**src/rtl/i2c_slave_wb_pkg.sv**
```systemverilog
// i2c_slave_wb_pkg: register map, STAT bit positions and FSM states
package i2c_slave_wb_pkg;
    localparam logic [1:0] REG_SADR = 2'd0;
    localparam logic [1:0] REG_DATA = 2'd1;
    localparam logic [1:0] REG_STAT = 2'd2;
    localparam logic [1:0] REG_IEN  = 2'd3;
    localparam int ST_RXV   = 7;
    localparam int ST_TXE   = 6;
    localparam int ST_BUSY  = 5;
    localparam int ST_DIR   = 4;
    localparam int ST_MNACK = 3;
    localparam int ST_STOP  = 2;
    localparam int ST_OVR   = 1;
    localparam logic [7:0] STAT_RST = 8'h40;
    typedef enum logic [2:0] {
        S_IDLE, S_ADDR, S_ADDR_ACK, S_WR_DATA, S_WR_ACK, S_RD_DATA, S_RD_ACK, S_WAIT_STOP
    } state_e;
endpackage

```
**src/rtl/i2c_line_sync.sv**
```systemverilog
// i2c_line_sync: 2-FF synchronizers plus registered SCL edge and START/STOP pulses
module i2c_line_sync (
    input  logic clk_i,
    input  logic rst_i,
    input  logic scl_i,
    input  logic sda_i,
    output logic scl_rise_o,
    output logic scl_fall_o,
    output logic start_o,
    output logic stop_o,
    output logic sda_o
);
    logic [2:0] scl_sh_q, scl_sh_d, sda_sh_q, sda_sh_d;
    logic [4:0] ev_q, ev_d;
    always_comb begin
        scl_sh_d = {scl_sh_q[1:0], scl_i};
        sda_sh_d = {sda_sh_q[1:0], sda_i};
        ev_d = {scl_sh_q[1] & ~scl_sh_q[2],
                ~scl_sh_q[1] & scl_sh_q[2],
                scl_sh_q[1] & scl_sh_q[2] & ~sda_sh_q[1] & sda_sh_q[2],
                scl_sh_q[1] & scl_sh_q[2] & sda_sh_q[1] & ~sda_sh_q[2],
                sda_sh_q[1]};
    end
    always_ff @(posedge clk_i or negedge rst_i) begin
        if (!rst_i) begin
            scl_sh_q <= 3'b111;
            sda_sh_q <= 3'b111;
            ev_q     <= 5'b00001;
        end else begin
            scl_sh_q <= scl_sh_d;
            sda_sh_q <= sda_sh_d;
            ev_q     <= ev_d;
        end
    end
    // sda_o is the line level aligned with the edge pulses
    assign {scl_rise_o, scl_fall_o, start_o, stop_o, sda_o} = ev_q;
endmodule

```
**src/rtl/i2c_slave_wb.sv**
```systemverilog
// i2c_slave_wb: I2C slave endpoint with a Wishbone register port
// RX bytes land in DATA for the host; host-written TXD is shifted out on master reads.
module i2c_slave_wb
    import i2c_slave_wb_pkg::*;
#(
    parameter int WB_ADDR_WIDTH  = 2,
    parameter int WB_DATA_WIDTH  = 8,
    parameter int I2C_ADDR_WIDTH = 7,
    parameter int I2C_DATA_WIDTH = 8
) (
    input  logic                     clk_i,
    input  logic                     rst_i,
    input  logic                     cyc_i,
    input  logic                     stb_i,
    output logic                     ack_o,
    input  logic [WB_ADDR_WIDTH-1:0] adr_i,
    input  logic                     we_i,
    input  logic [WB_DATA_WIDTH-1:0] dat_i,
    output logic [WB_DATA_WIDTH-1:0] dat_o,
    output logic                     irq_o,
    input  logic                     scl_i,
    input  logic                     sda_i,
    output logic                     scl_o,
    output logic                     sda_o
);
    localparam logic [3:0] LAST_BIT = 4'(I2C_DATA_WIDTH - 1);
    localparam logic [3:0] ACK_BIT  = 4'(I2C_DATA_WIDTH);
    localparam logic [3:0] ACK_DONE = 4'(I2C_DATA_WIDTH + 1);

    state_e state_q, state_d;
    logic [3:0] cnt_q, cnt_d;
    logic [I2C_DATA_WIDTH-1:0] shreg_q, shreg_d, in_byte;
    logic [WB_DATA_WIDTH-1:0] sadr_q, sadr_d, ien_q, ien_d, rxd_q, rxd_d, txd_q, txd_d;
    logic [WB_DATA_WIDTH-1:0] stat_q, stat_d, dat_q, dat_d, tx_byte;
    logic sda_q, sda_d, irq_q, irq_d, ack_q, ack_d;
    logic scl_rise, scl_fall, start, stop, sda_s;
    logic wb_go, wb_wr, wb_rd, rd_data;
    logic [1:0] reg_sel;

    i2c_line_sync u_sync (
        .clk_i      (clk_i),
        .rst_i      (rst_i),
        .scl_i      (scl_i),
        .sda_i      (sda_i),
        .scl_rise_o (scl_rise),
        .scl_fall_o (scl_fall),
        .start_o    (start),
        .stop_o     (stop),
        .sda_o      (sda_s)
    );

    assign reg_sel = adr_i[1:0];
    assign wb_go   = cyc_i & stb_i & ~ack_q;
    assign wb_wr   = wb_go & we_i;
    assign wb_rd   = wb_go & ~we_i;
    assign rd_data = wb_rd && reg_sel == REG_DATA;
    assign in_byte = {shreg_q[I2C_DATA_WIDTH-2:0], sda_s};
    assign tx_byte = stat_q[ST_TXE] ? '1 : txd_q;

    always_comb begin
        state_d = state_q;
        cnt_d   = cnt_q;
        shreg_d = shreg_q;
        sda_d   = sda_q;
        sadr_d  = sadr_q;
        ien_d   = ien_q;
        rxd_d   = rxd_q;
        txd_d   = txd_q;
        stat_d  = stat_q;
        ack_d   = wb_go;
        dat_d   = '0;
        irq_d   = |(stat_q & ien_q);
        if (wb_rd)
            dat_d = reg_sel == REG_SADR ? sadr_q :
                    reg_sel == REG_DATA ? rxd_q  :
                    reg_sel == REG_STAT ? stat_q : ien_q;
        if (rd_data) begin
            stat_d[ST_RXV] = 1'b0;
            stat_d[ST_OVR] = 1'b0;
        end
        if (wb_wr && reg_sel == REG_SADR) sadr_d = dat_i;
        if (wb_wr && reg_sel == REG_IEN) ien_d = dat_i;
        if (wb_wr && reg_sel == REG_STAT) begin
            stat_d[ST_MNACK] = stat_q[ST_MNACK] & ~dat_i[ST_MNACK];
            stat_d[ST_STOP]  = stat_q[ST_STOP] & ~dat_i[ST_STOP];
        end
        if (start) begin
            state_d = S_ADDR;
            cnt_d   = '0;
            sda_d   = 1'b1;
        end else if (stop) begin
            state_d = S_IDLE;
            sda_d   = 1'b1;
            stat_d[ST_BUSY] = 1'b0;
            if (stat_q[ST_BUSY]) stat_d[ST_STOP] = 1'b1;
        end else begin
            case (state_q)
                S_ADDR: if (scl_rise) begin
                    shreg_d = in_byte;
                    cnt_d   = cnt_q + 4'd1;
                    if (cnt_q == LAST_BIT) begin
                        if (sadr_q[WB_DATA_WIDTH-1] &&
                            sadr_q[I2C_ADDR_WIDTH-1:0] == shreg_q[I2C_ADDR_WIDTH-1:0]) begin
                            state_d = S_ADDR_ACK;
                            stat_d[ST_BUSY] = 1'b1;
                            stat_d[ST_DIR]  = sda_s;
                        end else begin
                            state_d = S_WAIT_STOP;
                            stat_d[ST_BUSY] = 1'b0;
                        end
                    end
                end
                // ACK slot: pull low on the 8th fall, hand over on the 9th
                S_ADDR_ACK, S_WR_ACK: begin
                    if (scl_rise) cnt_d = cnt_q + 4'd1;
                    if (scl_fall && cnt_q == ACK_BIT) sda_d = 1'b0;
                    if (scl_fall && cnt_q == ACK_DONE) begin
                        cnt_d = '0;
                        if (state_q == S_WR_ACK || !stat_q[ST_DIR]) begin
                            state_d = S_WR_DATA;
                            sda_d   = 1'b1;
                        end else begin
                            state_d = S_RD_DATA;
                            shreg_d = tx_byte;
                            sda_d   = tx_byte[I2C_DATA_WIDTH-1];
                            stat_d[ST_TXE] = 1'b1;
                        end
                    end
                end
                S_WR_DATA: if (scl_rise) begin
                    shreg_d = in_byte;
                    cnt_d   = cnt_q + 4'd1;
                    if (cnt_q == LAST_BIT) begin
                        state_d = S_WR_ACK;
                        rxd_d   = in_byte;
                        stat_d[ST_RXV] = 1'b1;
                        if (!rd_data) stat_d[ST_OVR] = stat_q[ST_OVR] | stat_q[ST_RXV];
                    end
                end
                S_RD_DATA: begin
                    if (scl_rise) cnt_d = cnt_q + 4'd1;
                    if (scl_fall && cnt_q == ACK_BIT) begin
                        state_d = S_RD_ACK;
                        sda_d   = 1'b1;
                    end else if (scl_fall) begin
                        shreg_d = shreg_q << 1;
                        sda_d   = shreg_q[I2C_DATA_WIDTH-2];
                    end
                end
                S_RD_ACK: begin
                    if (scl_rise && sda_s) begin
                        state_d = S_WAIT_STOP;
                        stat_d[ST_MNACK] = 1'b1;
                    end else if (scl_rise) begin
                        cnt_d = ACK_DONE;
                    end
                    if (scl_fall && cnt_q == ACK_DONE) begin
                        state_d = S_RD_DATA;
                        cnt_d   = '0;
                        shreg_d = tx_byte;
                        sda_d   = tx_byte[I2C_DATA_WIDTH-1];
                        stat_d[ST_TXE] = 1'b1;
                    end
                end
                default: ;
            endcase
        end
        // a host DATA write after a same-cycle TXD load keeps the new byte pending
        if (wb_wr && reg_sel == REG_DATA) begin
            txd_d = dat_i;
            stat_d[ST_TXE] = 1'b0;
        end
        stat_d[0] = 1'b0;
    end

    always_ff @(posedge clk_i or negedge rst_i) begin
        if (!rst_i) begin
            state_q <= S_IDLE;
            cnt_q   <= '0;
            shreg_q <= '0;
            sda_q   <= 1'b1;
            sadr_q  <= '0;
            ien_q   <= '0;
            rxd_q   <= '0;
            txd_q   <= '0;
            stat_q  <= WB_DATA_WIDTH'(STAT_RST);
            ack_q   <= 1'b0;
            dat_q   <= '0;
            irq_q   <= 1'b0;
        end else begin
            state_q <= state_d;
            cnt_q   <= cnt_d;
            shreg_q <= shreg_d;
            sda_q   <= sda_d;
            sadr_q  <= sadr_d;
            ien_q   <= ien_d;
            rxd_q   <= rxd_d;
            txd_q   <= txd_d;
            stat_q  <= stat_d;
            ack_q   <= ack_d;
            dat_q   <= dat_d;
            irq_q   <= irq_d;
        end
    end

    assign ack_o = ack_q;
    assign dat_o = dat_q;
    assign irq_o = irq_q;
    assign sda_o = sda_q;
    assign scl_o = 1'b1;
endmodule

```
**config.mk**
```make
export PLATFORM = sky130hd
export DESIGN_NAME = i2c_slave_wb
export DESIGN_NICKNAME = d
export VERILOG_FILES = /design/src/rtl/i2c_slave_wb_pkg.sv /design/src/rtl/i2c_line_sync.sv /design/src/rtl/i2c_slave_wb.sv
export SDC_FILE = /design/constraint.sdc
export NUM_CORES = 1
export LEC_CHECK = 0
export CAP_MARGIN = 10
export CORE_ASPECT_RATIO = 0.9
export CORE_MARGIN = 4
export CORE_UTILIZATION = 55
export CTS_CLUSTER_DIAMETER = 80
export DETAILED_ROUTE_END_ITERATION = 16
export DONT_BUFFER_PORTS = 1
export PLACE_DENSITY_LB_ADDON = 0.15
export SLEW_MARGIN = 15
export SYNTH_ARGS = -nofsm -noshare
export SYNTH_HDL_FRONTEND = slang
export SYNTH_SLANG_ARGS = --single-unit
```
**constraint.sdc**
```tcl
create_clock -name clk_i -period 2.8 [get_ports clk_i]
set_clock_uncertainty 0.05 [all_clocks]
set_input_delay 0.56 -clock clk_i [delete_from_list [all_inputs] [get_ports clk_i]]
set_output_delay 0.56 -clock clk_i [all_outputs]
set_load 0.02 [all_outputs]
```
==> impl_metrics.toml <==
[run_status]
outcome = "complete, no violations"

[drt]
routed_wirelength_microns = 8020
drt_first_pass_iters = 5
drt-vias-per-instance = 6.14
routed_wire_length_per_instance_microns = 19.7
drc = 0
via_count = 2501
drtAntennaViolNets = 0
drt_iter0_markers = 250

[die]
fp-row-count = 28
die_span_in_y_microns = 86.0
core_region_area_sq_um = 6590
die_area_sq_um = 8140
chipWidth_microns = 94.7
io_pins = 29
effective_utilization_at_floorplan_pct = 56.5

[layout]
n_fill_cell = 559
regArea_sq_um = 1860
multiInputGateArea_sq_um = 1720
final_nets = 332
post_route_cells_drive_above_1_share_pct = 27.1
count_of_inserted_antenna_diode_cells = 0
areaGrowthSynthToFinish_pct = 5.82

[timing]
finalWorstPathRequiredPeriod_ns = 2.02
whs_ns = 0.0263
fin_crit_sh_pct = 72.2
final_max_slew_viol_count = 0
grt_setup_unrepaired = "false"
slew_headroom_pct = 60.0
final_hold_fails = 0
tns_ns = 0
worst-slew-pin-transition_ns = 0.596
achievable_frequency_mhz = 495
report.final.setup_viol = 0

[logic_synthesis]
synth_largest_area_cell = "sky130_fd_sc_hd__dfrtp_1"
yosys.area_share.simple_pct = 14.0
synthesis.instances = 314
postSynth.asyncResetShare_pct = 100
count_of_yosys_warnings_during_synthesis = 0
post_synth_main_area_contributors = "sky130_fd_sc_hd__dfrtp_1 44%, sky130_fd_sc_hd__mux2_2 10%, sky130_fd_sc_hd__dfstp_2 5.7%, sky130_fd_sc_hd__mux4_2 4.2%, sky130_fd_sc_hd__mux2_4 2.8%"
area_share_of_the_largest_cell_type_after_synthesis_pct = 44.4
post_synth_fa_ha_maj_area_fraction_pct = 1.31
synth_mux_area_share_pct = 17.9
fraction_of_the_mapped_netlist_area_in_compound_gates_pct = 11.2
post_synth.cell_area_avg_sq_um = 11.8
postSynthRegisterBits = 74
seq_area_frac_synth_pct = 50.1
syn-num-nets = 334
number_of_flops_mapped_to_enable_cells_by_yosys = 0
synth_cell_types = 63
synth_top_family_by_area = "multiplexers"
post_synth_xor_area_fraction_pct = 1.65
post_synthesis_instance_area_sq_um = 3720
synthFlopType = "sky130_fd_sc_hd__dfrtp_1"

[run]
drv.max_cap_violation_count = 0

[critical_path]
critical_path.startpoint = "state_q[2]$_DFFE_PN0P_"
worstPathMaxFanout = 14
critical_path.reg2reg.endpoint = "shreg_q[4]$_DFFE_PN0P_"
cp-end-kind = "register"
setup.worst_path.class = "register to register"
critPathArrivalTime_ns = 2.20
timing.critical_path.from_type = "register"
required_ns = 2.98
reg2reg_slack_ns = 0.78
r2r-start = "state_q[2]$_DFFE_PN0P_"
timing.reg2reg.worst_path_depth = 6

[global_route]
grt_antenna_before_repair = 0
grt_pass1_wl_microns = 13400
maximum_number_of_pins_on_one_net_before_global_route_repair = 75
grt_overflow_total = 0
grt_util_all_layers_pct = 21.9
grt_pass1_vias = 2453

[clocking]
clk_pin_slew_worst_paths_ns = 0.08
tritoncts = "built"
clock_sink_count = 74
worstSkewPairLatency_ns = 0.35
cts.root.buffer_cell = "sky130_fd_sc_hd__clkbuf_8"
cts.htree.levels = 3
cts-root-to-sink-buffers = 2
cts-buffers-inserted = 9

[placed_design]
port_buffers = 0
place.detailed.hpwl_microns = 5720
place_congestion = 0.842

[hold_path]
hold_path_class = "input pin to async pin"

[power]
max-vdd-ir-drop_mv = 0.432
pwr_density_cell_nw_per_um2 = 818
power.leakage_nw = 1.71
==> cells in the final DEF (no fill, tap or decap), drive strengths merged, types with 5 or more instances in the layout <==
master / n
mux4: 7
a22oi: 6
mux2: 41
nand3: 8
nor2: 26
xor2: 6
nand2: 24
dfrtp: 66
a21oi: 11
o21ai: 17
inv: 5
clkbuf: 11
dfstp: 8
nor2b: 12
buf: 5
==> cells by family (layout without fill, tap and decap cells) <==
family | count (synthesis) | after routing
buffers and inverters | 22 | 25
other | 1 | 1
AO/OA/AOI/OAI | 59 | 59
XOR/XNOR | 7 | 7
multiplexers | 50 | 50
adder cells (fa/ha/maj) | 4 | 4
AND/OR/NAND/NOR | 97 | 97
flip-flops | 74 | 74
==> worst max-delay path by stage <==
stage                                  end  depth (start not counted)
floorplan           shreg_q[0]$_DFFE_PN0P_                          8
global route        shreg_q[4]$_DFFE_PN0P_                          8
CTS                 shreg_q[4]$_DFFE_PN0P_                          8
detailed placement  shreg_q[1]$_DFFE_PN0P_                          8
finish              shreg_q[4]$_DFFE_PN0P_                          6
global placement    shreg_q[5]$_DFFE_PN0P_                          6
==> layer usage <==
layer  global-route usage, %  vias to the layer above  part of all wire, %
li1                        -                     1139                    -
met1                    32.4                     1272                   47
met2                    32.4                       82                   46
met3                    5.00                        8                  6.0
met4                    6.16                        0                  1.0
met5                       0                        -                    0
==> flip-flops by register name, indices dropped and copies added (netlist names) <==
name,count
ien_q,8
ack_o,1
rxd_q,8
stat_q,7
u_sync.scl_sh_q,3
u_sync.ev_q,5
txd_q,8
cnt_q,4
irq_o,1
sda_o,1
dat_o,8
sadr_q,8
shreg_q,7
u_sync.sda_sh_q,2
state_q,3
==> per-stage QoR <==
stage	util, %	cells	cell area (sq um)	setup slack [ns]	total power [mW]
2_1_floorplan	-	314	3720	0.989	2.30
3_3_place_gp	56.7	390	3740	0.829	2.45
3_5_place_dp	56.7	390	3740	0.801	2.48
4_1_cts	59.8	407	3940	0.773	3.24
5_1_grt	59.8	407	3940	0.620	3.42
6_report	59.8	407	3940	0.779	3.22
==> cell usage after synthesis, types with 3 or more instances <==
master and n:
sky130_fd_sc_hd__dfrtp_1 66, sky130_fd_sc_hd__ha_1 3, sky130_fd_sc_hd__nand3_1 7, sky130_fd_sc_hd__o21ai_0 16, sky130_fd_sc_hd__nand2_1 23, sky130_fd_sc_hd__and4b_1 4, sky130_fd_sc_hd__nand4_1 3, sky130_fd_sc_hd__o211ai_1 4
sky130_fd_sc_hd__inv_1 3, sky130_fd_sc_hd__nor2_1 24, sky130_fd_sc_hd__mux2_4 7, sky130_fd_sc_hd__a21oi_1 9, sky130_fd_sc_hd__a22oi_1 6, sky130_fd_sc_hd__dfstp_2 8, sky130_fd_sc_hd__mux2_2 33, sky130_fd_sc_hd__mux4_2 7
sky130_fd_sc_hd__xor2_1 6, sky130_fd_sc_hd__buf_6 6, sky130_fd_sc_hd__buf_2 7, sky130_fd_sc_hd__nor2b_1 12, sky130_fd_sc_hd__nor4_1 3, sky130_fd_sc_hd__nor3_1 4, sky130_fd_sc_hd__clkbuf_1 3
==> final cells by class <==
type | instances | share of cell area (%)
Timing Repair Buffer | 5 | 1.46
Clock inverter | 5 | 1.02
Sequential cell | 74 | 47.3
Multi-Input combinational cell | 218 | 43.6
Inverter | 4 | 0.381
Clock buffer | 11 | 3.34
Tap cell | 90 | 2.86
==> worst max-delay path, stage by stage, from the launching register on <==
cell and delay (ns):
sky130_fd_sc_hd__dfrtp_1 0.54, sky130_fd_sc_hd__and2b_1 0.30, sky130_fd_sc_hd__a21o_1 0.18, sky130_fd_sc_hd__a21oi_2 0.18, sky130_fd_sc_hd__nor2b_1 0.16, sky130_fd_sc_hd__buf_4 0.20
sky130_fd_sc_hd__mux2_4 0.31
==> repair_timing <==
action | 4_1_cts | 5_1_grt
hold buffers | 1 | 0
setup buffers | 0 | 0
hold endpoints to repair | 74 | 0
gates resized for setup | 0 | 0
==> power by group <==
part	switching, mW	internal, mW	leakage [nW]
sequential	0.286	1.29	0.934
clock	0.406	0.327	0.0762
combinational	0.457	0.460	0.701
No activity file was read; power rests on OpenSTA's default activity.
